**src/rtl/channelif_rr_if.sv**
```systemverilog
// channelif_rr_if: platform stream, per-channel streams and status of channelif_rr
interface channelif_rr_if #(
    parameter int NCH = 6,
    parameter int DW  = 8,
    parameter int AW  = 4
);
    logic [DW-1:0]     in_data;
    logic              in_sof;
    logic              in_eof;
    logic              in_src_rdy;
    logic              in_dst_rdy;
    logic [AW-1:0]     inport_addr;
    logic [NCH*DW-1:0] ch_out_data;
    logic [NCH-1:0]    ch_out_sof;
    logic [NCH-1:0]    ch_out_eof;
    logic [NCH-1:0]    ch_out_src_rdy;
    logic [NCH-1:0]    ch_out_dst_rdy;
    logic [NCH*DW-1:0] ch_in_data;
    logic [NCH-1:0]    ch_in_sof;
    logic [NCH-1:0]    ch_in_eof;
    logic [NCH-1:0]    ch_in_src_rdy;
    logic [NCH-1:0]    ch_in_dst_rdy;
    logic [DW-1:0]     out_data;
    logic              out_sof;
    logic              out_eof;
    logic              out_src_rdy;
    logic              out_dst_rdy;
    logic [AW-1:0]     outport_addr;
    logic [NCH-1:0]    wenables;
    logic [NCH-1:0]    renables;
    logic [15:0]       drop_count;

    modport master (
        output in_data, in_sof, in_eof, in_src_rdy, inport_addr, ch_out_dst_rdy,
               ch_in_data, ch_in_sof, ch_in_eof, ch_in_src_rdy, out_dst_rdy,
        input  in_dst_rdy, ch_out_data, ch_out_sof, ch_out_eof, ch_out_src_rdy,
               ch_in_dst_rdy, out_data, out_sof, out_eof, out_src_rdy,
               outport_addr, wenables, renables, drop_count
    );

    modport slave (
        input  in_data, in_sof, in_eof, in_src_rdy, inport_addr, ch_out_dst_rdy,
               ch_in_data, ch_in_sof, ch_in_eof, ch_in_src_rdy, out_dst_rdy,
        output in_dst_rdy, ch_out_data, ch_out_sof, ch_out_eof, ch_out_src_rdy,
               ch_in_dst_rdy, out_data, out_sof, out_eof, out_src_rdy,
               outport_addr, wenables, renables, drop_count
    );
endinterface

```
**src/rtl/channelif_rr.sv**
```systemverilog
// channelif_rr: address-steered downstream demux and frame-atomic round-robin upstream mux
module channelif_rr #(
    parameter int NCH  = 6,
    parameter int DW   = 8,
    parameter int AW   = 4,
    parameter int BASE = 1
) (
    input logic           clk,
    input logic           rst,
    channelif_rr_if.slave bus
);
    localparam int CW = (NCH > 1) ? $clog2(NCH) : 1;

    typedef enum logic [1:0] {D_IDLE, D_ROUTE, D_DROP} dstate_t;
    typedef enum logic {U_IDLE, U_GRANT} ustate_t;

    dstate_t       d_state_q, d_state_d;
    logic [CW-1:0] d_ch_q, d_ch_d, d_sel;
    logic [15:0]   drop_q, drop_d;
    logic [AW:0]   diff;
    logic          addr_ok, d_route, d_xfer;

    ustate_t       u_state_q, u_state_d;
    logic [CW-1:0] g_q, g_d, ptr_q, ptr_d, pick, cand;
    logic [AW-1:0] oaddr_q, oaddr_d;
    logic [NCH-1:0] req;
    logic          found, u_gnt;

    // an address below BASE wraps negative and sets the extra top bit
    assign diff    = {1'b0, bus.inport_addr} - (AW+1)'(BASE);
    assign addr_ok = !diff[AW] && (diff < (AW+1)'(NCH));
    assign d_xfer  = bus.in_src_rdy && bus.in_dst_rdy;

    always_ff @(posedge clk) begin
        if (!rst) begin
            d_state_q <= D_IDLE;
            d_ch_q    <= '0;
            drop_q    <= '0;
        end else begin
            d_state_q <= d_state_d;
            d_ch_q    <= d_ch_d;
            drop_q    <= drop_d;
        end
    end

    always_comb begin
        d_state_d = d_state_q;
        d_ch_d    = d_ch_q;
        drop_d    = drop_q;
        if (d_state_q == D_IDLE) begin
            if (d_xfer && bus.in_sof && addr_ok) begin
                d_ch_d    = d_sel;
                d_state_d = bus.in_eof ? D_IDLE : D_ROUTE;
            end else if (d_xfer && bus.in_sof) begin
                drop_d    = (drop_q == 16'hFFFF) ? drop_q : drop_q + 16'd1;
                d_state_d = bus.in_eof ? D_IDLE : D_DROP;
            end
        end else if (d_xfer && bus.in_eof) begin
            d_state_d = D_IDLE;
        end
    end

    always_comb begin
        d_sel              = (d_state_q == D_ROUTE) ? d_ch_q : diff[CW-1:0];
        d_route            = (d_state_q == D_ROUTE) ||
                             (d_state_q == D_IDLE && bus.in_src_rdy && bus.in_sof && addr_ok);
        bus.wenables       = d_route ? NCH'(1) << d_sel : '0;
        bus.in_dst_rdy     = d_route ? bus.ch_out_dst_rdy[d_sel] : (d_state_q == D_DROP) || bus.in_src_rdy;
        bus.ch_out_data    = {NCH{bus.in_data}};
        bus.ch_out_src_rdy = bus.wenables & {NCH{bus.in_src_rdy}};
        bus.ch_out_sof     = bus.wenables & {NCH{bus.in_src_rdy && bus.in_sof}};
        bus.ch_out_eof     = bus.wenables & {NCH{bus.in_src_rdy && bus.in_eof}};
    end

    assign bus.drop_count   = drop_q;
    assign req              = bus.ch_in_src_rdy & bus.ch_in_sof;
    assign bus.outport_addr = oaddr_q;

    // search starts just after the last winner so every requester gets its turn
    always_comb begin
        found = 1'b0;
        pick  = ptr_q;
        cand  = '0;
        for (int k = 1; k <= NCH; k++) begin
            cand = CW'((int'(ptr_q) + k) % NCH);
            if (!found && req[cand]) begin
                found = 1'b1;
                pick  = cand;
            end
        end
    end

    always_ff @(posedge clk) begin
        if (!rst) begin
            u_state_q <= U_IDLE;
            g_q       <= '0;
            ptr_q     <= CW'(NCH - 1);
            oaddr_q   <= '0;
        end else begin
            u_state_q <= u_state_d;
            g_q       <= g_d;
            ptr_q     <= ptr_d;
            oaddr_q   <= oaddr_d;
        end
    end

    always_comb begin
        u_state_d = u_state_q;
        g_d       = g_q;
        ptr_d     = ptr_q;
        oaddr_d   = oaddr_q;
        if (u_state_q == U_IDLE && found) begin
            u_state_d = U_GRANT;
            g_d       = pick;
            ptr_d     = pick;
            oaddr_d   = AW'(BASE) + AW'(pick);
        end else if (u_state_q == U_GRANT && bus.ch_in_src_rdy[g_q] && bus.out_dst_rdy && bus.ch_in_eof[g_q]) begin
            u_state_d = U_IDLE;
        end
    end

    always_comb begin
        u_gnt             = u_state_q == U_GRANT;
        bus.renables      = u_gnt ? NCH'(1) << g_q : '0;
        bus.ch_in_dst_rdy = bus.renables & {NCH{bus.out_dst_rdy}};
        bus.out_data      = u_gnt ? bus.ch_in_data[g_q*DW +: DW] : '0;
        bus.out_sof       = u_gnt && bus.ch_in_sof[g_q];
        bus.out_eof       = u_gnt && bus.ch_in_eof[g_q];
        bus.out_src_rdy   = u_gnt && bus.ch_in_src_rdy[g_q];
    end
endmodule

```
**src/flat_wrapper.sv**
```systemverilog
// flat-port wrapper written by rule: the top's interface ports become plain ports
module channelif_rr_flat 
#(
    parameter int NCH  = 6,
    parameter int DW   = 8,
    parameter int AW   = 4,
    parameter int BASE = 1
)
  (clk, rst, bus_in_data, bus_in_sof, bus_in_eof, bus_in_src_rdy, bus_inport_addr, bus_ch_out_dst_rdy, bus_ch_in_data, bus_ch_in_sof, bus_ch_in_eof, bus_ch_in_src_rdy, bus_out_dst_rdy, bus_in_dst_rdy, bus_ch_out_data, bus_ch_out_sof, bus_ch_out_eof, bus_ch_out_src_rdy, bus_ch_in_dst_rdy, bus_out_data, bus_out_sof, bus_out_eof, bus_out_src_rdy, bus_outport_addr, bus_wenables, bus_renables, bus_drop_count);
  channelif_rr_if #(.NCH(NCH), .DW(DW), .AW(AW)) bus_i ();
  input logic clk;
  input logic rst;
  input wire logic [$bits(bus_i.in_data)-1:0] bus_in_data;
  input wire logic [$bits(bus_i.in_sof)-1:0] bus_in_sof;
  input wire logic [$bits(bus_i.in_eof)-1:0] bus_in_eof;
  input wire logic [$bits(bus_i.in_src_rdy)-1:0] bus_in_src_rdy;
  input wire logic [$bits(bus_i.inport_addr)-1:0] bus_inport_addr;
  input wire logic [$bits(bus_i.ch_out_dst_rdy)-1:0] bus_ch_out_dst_rdy;
  input wire logic [$bits(bus_i.ch_in_data)-1:0] bus_ch_in_data;
  input wire logic [$bits(bus_i.ch_in_sof)-1:0] bus_ch_in_sof;
  input wire logic [$bits(bus_i.ch_in_eof)-1:0] bus_ch_in_eof;
  input wire logic [$bits(bus_i.ch_in_src_rdy)-1:0] bus_ch_in_src_rdy;
  input wire logic [$bits(bus_i.out_dst_rdy)-1:0] bus_out_dst_rdy;
  output wire logic [$bits(bus_i.in_dst_rdy)-1:0] bus_in_dst_rdy;
  output wire logic [$bits(bus_i.ch_out_data)-1:0] bus_ch_out_data;
  output wire logic [$bits(bus_i.ch_out_sof)-1:0] bus_ch_out_sof;
  output wire logic [$bits(bus_i.ch_out_eof)-1:0] bus_ch_out_eof;
  output wire logic [$bits(bus_i.ch_out_src_rdy)-1:0] bus_ch_out_src_rdy;
  output wire logic [$bits(bus_i.ch_in_dst_rdy)-1:0] bus_ch_in_dst_rdy;
  output wire logic [$bits(bus_i.out_data)-1:0] bus_out_data;
  output wire logic [$bits(bus_i.out_sof)-1:0] bus_out_sof;
  output wire logic [$bits(bus_i.out_eof)-1:0] bus_out_eof;
  output wire logic [$bits(bus_i.out_src_rdy)-1:0] bus_out_src_rdy;
  output wire logic [$bits(bus_i.outport_addr)-1:0] bus_outport_addr;
  output wire logic [$bits(bus_i.wenables)-1:0] bus_wenables;
  output wire logic [$bits(bus_i.renables)-1:0] bus_renables;
  output wire logic [$bits(bus_i.drop_count)-1:0] bus_drop_count;
  assign bus_i.in_data = bus_in_data;
  assign bus_i.in_sof = bus_in_sof;
  assign bus_i.in_eof = bus_in_eof;
  assign bus_i.in_src_rdy = bus_in_src_rdy;
  assign bus_i.inport_addr = bus_inport_addr;
  assign bus_i.ch_out_dst_rdy = bus_ch_out_dst_rdy;
  assign bus_i.ch_in_data = bus_ch_in_data;
  assign bus_i.ch_in_sof = bus_ch_in_sof;
  assign bus_i.ch_in_eof = bus_ch_in_eof;
  assign bus_i.ch_in_src_rdy = bus_ch_in_src_rdy;
  assign bus_i.out_dst_rdy = bus_out_dst_rdy;
  assign bus_in_dst_rdy = bus_i.in_dst_rdy;
  assign bus_ch_out_data = bus_i.ch_out_data;
  assign bus_ch_out_sof = bus_i.ch_out_sof;
  assign bus_ch_out_eof = bus_i.ch_out_eof;
  assign bus_ch_out_src_rdy = bus_i.ch_out_src_rdy;
  assign bus_ch_in_dst_rdy = bus_i.ch_in_dst_rdy;
  assign bus_out_data = bus_i.out_data;
  assign bus_out_sof = bus_i.out_sof;
  assign bus_out_eof = bus_i.out_eof;
  assign bus_out_src_rdy = bus_i.out_src_rdy;
  assign bus_outport_addr = bus_i.outport_addr;
  assign bus_wenables = bus_i.wenables;
  assign bus_renables = bus_i.renables;
  assign bus_drop_count = bus_i.drop_count;
  channelif_rr #(.NCH(NCH), .DW(DW), .AW(AW), .BASE(BASE)) u_core (.clk(clk), .rst(rst), .bus(bus_i));
endmodule
```
**config.mk**
```make
export PLATFORM = sky130hd
export DESIGN_NAME = channelif_rr_flat
export DESIGN_NICKNAME = d
export VERILOG_FILES = /design/src/rtl/channelif_rr_if.sv /design/src/rtl/channelif_rr.sv /design/src/flat_wrapper.sv
export SDC_FILE = /design/constraint.sdc
export NUM_CORES = 1
export LEC_CHECK = 0
export CAP_MARGIN = 20
export CORE_ASPECT_RATIO = 1.1
export CORE_MARGIN = 3
export CORE_UTILIZATION = 39
export CTS_CLUSTER_SIZE = 12
export DETAILED_ROUTE_END_ITERATION = 7
export MAX_ROUTING_LAYER = met4
export PLACE_DENSITY_LB_ADDON = 0.3
export SLEW_MARGIN = 25
export SYNTH_ARGS = -nofsm -noshare
export SYNTH_HDL_FRONTEND = slang
export SYNTH_SLANG_ARGS = --single-unit
```
**constraint.sdc**
```tcl
create_clock -name clk -period 5 [get_ports clk]
set_input_delay 0.5 -clock clk [delete_from_list [all_inputs] [get_ports clk]]
set_output_delay 0.5 -clock clk [all_outputs]
set_load 0.01 [all_outputs]
```
Word-level counts from Yosys, hierarchy flattened
Index checks and enable logic that the tools add are counted.

Register bits after elaboration: 32. Output and inout bits: 116.

Add/subtract/negate cells: 9. Divide/modulo/power cells: 6. $lt $le $gt $ge: 9. Equality and inequality tests: 4. Shifts and indexed selects: 3. Multiplexer cells: 45. Bitwise operators: 8. Reductions and logical operators: 35.

Operators with widths (number): $mod 32x4->32 const B (6); $shiftx 48x7->8 (1); $lt 3x4->1 const B (8); $and 6x6->6 (5); $bmux 1 s3 (10); $logic_and 1x1->1 (21); $mux 3 (7); $mux 1 (20); $add 16x1->16 const B (1); $eq 16x16->1 const B (1); $add 3x3->4 const B (3); $mux 6 (2); $shl 1x3->6 const A (2); $mux 2 (5); $add 3x2->4 const B (2); $mux 8 (1); $logic_not 1->1 (6); $lt 5x3->1 const B (1); $sub 4x1->5 const B (1); $add 1x3->4 const A (1); $add 3x1->4 const B (1); $reduce_and 2->1 (2); $reduce_and 4->1 (1); $reduce_bool 2->1 (2); 6 further kinds (9).

Longest topological paths before layout
Depth after elaboration: 22. Mapped depth: 19.

Worst setup path before layout
No wires, ideal clock.

Kind: register -> register. Start point: register u_core.ptr_q[1]. End point: register u_core.oaddr_q[2], in the netlist u_core.bus.outport_addr[2]. Arrival: 3.749 ns. Required time: 4.937 ns. Path slack: 1.188 ns. Stages on the path, launching flop included: 19. Buffers on the path: 1. Period minus slack after synthesis: 3.812 ns. Cells stage by stage: dfxtp_1 -> clkbuf_1 -> inv_1 -> ha_1 -> a21oi_1 -> inv_1 -> ha_1 -> and3b_1 -> or3_1 -> and3_1 -> a22o_1 -> nand4_1 -> nand4_1 -> o22ai_1 -> a21oi_1 -> ha_1 -> nor3_2 -> nand3_1 -> nand3_1.

Longest elaborated chain between the ends: 21. Elaborated cells on any way between the ends: 48.

RTL lines: from (decl) (RTL line channelif_rr.sv:24) `logic [CW-1:0] g_q, g_d, ptr_q, ptr_d, pick, cand;`; from (signal assigned) (RTL line channelif_rr.sv:97) `ptr_q <= CW'(NCH - 1);`; from (signal assigned) (RTL line channelif_rr.sv:102) `ptr_q <= ptr_d;`; $add 3x1->4 (RTL line channelif_rr.sv:85) `cand = CW'((int'(ptr_q) + k) % NCH);`; $mod 32x4->32 (RTL line channelif_rr.sv:85); $bmux 1 s3 (RTL line channelif_rr.sv:86) `if (!found && req[cand]) begin`; $mux 1 (implied by the code) (RTL line channelif_rr.sv:86); $mux 1 (RTL line channelif_rr.sv:86); $logic_not 1->1 (RTL line channelif_rr.sv:86); $logic_and 1x1->1 (RTL line channelif_rr.sv:86); $mux 1 (RTL line channelif_rr.sv:86); [6 not listed]; $logic_not 1->1 (RTL line channelif_rr.sv:86); $logic_and 1x1->1 (RTL line channelif_rr.sv:86); $mux 1 (RTL line channelif_rr.sv:86); $logic_not 1->1 (RTL line channelif_rr.sv:86); $logic_and 1x1->1 (RTL line channelif_rr.sv:86); $mux 3 * (RTL line channelif_rr.sv:86); named net u_core.pick[1] (RTL line channelif_rr.sv:24); $add 1x3->4 * (RTL line channelif_rr.sv:116) `oaddr_d = AW'(BASE) + AW'(pick);`; to (signal assigned) (RTL line channelif_rr.sv:103) `oaddr_q <= oaddr_d;`; to (decl) (RTL line channelif_rr.sv:25) `logic [AW-1:0] oaddr_q, oaddr_d;`.

The timed path passes the listed nets; every way through them passes the cells marked *. The select of a mux whose other input is x is not followed. A chain may end at the register's enable or synchronous reset.

Final worst setup path
Ends and elaborated chain as after synthesis.

==> metrics.txt <==
Fin. Hold Viols 0; CTS root buf clkbuf_8; total grt overflow 0; PD cells around 420 nW/um2; Total GRT Usage 22.2%; Ports between 200 and 250; worst-path fanout max 10; worst r2r src u_core.ptr_q[1]; crit share post-route between 80% and 90%; Setup violations, final 0; clk sink count 31; hold_buf cts 0; Clk pwr share between 10% and 20%; # port buffers between 100 and 150; Placed Area between 4000 and 5000 um2; Worst R2R End u_core.bus.outport_addr[2]; # diodes 0; warnings from Yosys 0; die area just over 10000 um2; crit-path cells buf_4 > ha_1 > xor2_2 > inv_2 > ha_1 > nand3b_1 > a32o_1 > a21oi_1 > mux2_2 > mux2_2 > a21oi_1 > o21bai_1 > xnor2_1 > inv_1 > ha_1 > nor3_2 > nand3_1 > nand3_1; combinational share of power between 70 and 80%; post-synthesis sequential area ratio 17.4%; largest area contributor in the netlist dfxtp_1; FFs w/ async S/R, synth 0%; Clock Skews around 0.0041 ns; ys flop type dfxtp_1; reg2reg setup slack 0.61 ns; critical path endpoint category register; critical path's largest stage delay roughly 0.55 ns; Die X about 100 um; crit path DAT between 4 and 5 ns; flops & latches, synth 31; Final Max Tran Viols 0; CTS tree done; H-Tree Depth 2; Core ar. about 8600 um2; Vias/cell approximately 5.5; Cells after Synth approximately 470; WS Path Type reg -> reg; Layout Cells excl Fill slightly below 700; library cells used by synthesis between 60 and 70; number of global-route vias before repair ~3800; synthesized area between 3000 and 4000 um2; worst vdd ir 0.231 mV; crit path launch u_core.ptr_q[1]; placed instance count about 670; clk buf depth 2; area grow syn2layout 38.0%; Relative slew margins a little over two fifths; CTS resizes 0; drc violations 0; initial core utilization 41.3%; wire per inst between 15 and 20 um; most numerous cell in the Yosys netlist nor2_1; NetSw ~0.94 mW; Post-Layout Inst Area 4920 um2; post-layout util 57.0%; HPWL after DPL approximately 9.5 mm; Slew @ Worst Pin ~0.86 ns; drt total wl roughly 12 mm; Worst EP required 5.22 ns; sequential share of power ~16%; Hold Crit Class reg -> reg; first-pass GRT wire length ~19 mm; Post-synth EDFFs 0; Synth area leaders dfxtp_1 (17%), buf_4 (11%), mux4_2 (7.6%); sw frac about 46%; commonest cells in the netlist nor2_1 (51), buf_4 (50), nand2_1 (47); Via Count 3731; DRT iter0 DRCs 210; Crit-path slowest cell dfxtp_1; TNS Setup 0 ns; std cell rows 35; CTS buffer count 5; Max Cap Viol 0; pin count of the biggest net entering global routing 26; CP startpoint kind register; nets@finish about 670; share of layout cells above drive strength 1 7.46%; status finished clean; antenna-violating nets left 0; DIE HEIGHT around 110 um; Cell Int Power roughly 1.1 mW; Highest Clock Rate roughly 230 MHz; clock slew at reported path FFs around 0.06 ns; syn_nets 569; RePlAce Congestion about 0.91; synthesized area per cell between 7 and 8 um2; first drt pass iteration count 5; leak pwr about 1.9 nW; RSZ-0062 raised after global routing false; worst skew pair latency between 0.2 and 0.3 ns; Critical Path End u_core.bus.outport_addr[2]; initial antenna violation count 0; worst r2r path cells 18; Yosys top cell area share about 17%; most used cell, CP ha_1; Final min period ~4.4 ns; Post-CTS Setup Bufs 0
## worst max-delay path: cells and delay by family (launching register included)
family | cells | cell delay [ns]
adders and majority gates | 3 | 0.82
AOI/OAI and AO/OA | 4 | 0.75
muxes | 2 | 0.69
and+or+nand+nor | 4 | 0.63
DFF | 1 | 0.55
xor gates and xnor gates | 2 | 0.48
buffers and inverters | 3 | 0.41
## cells by family after synthesis
logic type               synth area share [%]
AO/OA/AOI/OAI                            20.5
XOR/XNOR                                 4.63
adder cells (fa/ha/maj)                  4.56
buffers and inverters                    15.2
flip-flops                               17.4
multiplexers                             11.3
AND/OR/NAND/NOR                          26.4
## sequential cells by signal, summed over array words and instances, names as in the netlist
name / count
u_core.d_ch_q: 3
u_core.ptr_q: 3
u_core.g_q: 2
u_core.d_state_q: 2
u_core.bus.outport_addr: 4
u_core.bus.drop_count: 16
u_core.u_gnt: 1
## routing by layer
layer | vias to the layer above | share of wire, % | global-route usage, %
li1 | 1823 | - | -
met1 | 1744 | 40 | 25.6
met2 | 127 | 52 | 39.1
met3 | 37 | 4.8 | 3.08
met4 | 0 | 3.1 | 8.43
met5 | - | 0 | -
## power by group through the flow
stage	logic [mW]	registers [mW]	clock network, mW
4_1_cts	1.48	0.319	0.258
3_5_place_dp	1.47	0.325	0
3_3_place_gp	1.45	0.324	0
5_1_grt	1.64	0.324	0.266
2_1_floorplan	1.09	0.312	0
6_report	1.49	0.319	0.252
## cells in the final DEF (no fill, tap or decap), types with 11 or more instances in the layout
master / instances
and2_1: 13
mux4_2: 12
inv_1: 26
nor2_1: 51
nor3_1: 11
ha_1: 13
a21oi_1: 19
nand2_1: 47
dfxtp_1: 31
nand2b_1: 11
xor2_1: 11
clkdlybuf4s50_1: 149
nand3_1: 21
o21ai_0: 11
## per-stage QoR
stage | hold WS (ns) | total power [mW] | setup WS (ns)
after floorplan | 0.460 | 1.41 | 1.19
after global placement | 0.465 | 1.78 | 0.804
after detailed placement | 0.475 | 1.80 | 0.660
after CTS | 0.483 | 2.06 | 0.619
after global routing | 0.496 | 2.23 | 0.204
final | 0.473 | 2.06 | 0.613
## cell type report
cell class,count,area (um2)
Multi-Input combinational cell,342,2400
Tap cell,111,139
Fill cell,785,3710
Clock inverter,2,35.0
Clock buffer,6,82.6
Inverter,27,101
Timing Repair Buffer,155,1540
Sequential cell,31,621
## how the worst min path moves through the flow
stage | startpoint | cells after the start | end
after global placement | u_core.bus.outport_addr[1] | 2 | u_core.bus.outport_addr[1]
after CTS | u_core.bus.outport_addr[1] | 2 | u_core.bus.outport_addr[1]
final | u_core.bus.outport_addr[1] | 2 | u_core.bus.outport_addr[1]
after floorplan | u_core.d_ch_q[2] | 2 | u_core.d_ch_q[2]
after global routing | u_core.bus.outport_addr[1] | 2 | u_core.bus.outport_addr[1]
after detailed placement | u_core.bus.outport_addr[1] | 2 | u_core.bus.outport_addr[1]
Power figures use the tool's default switching activity.
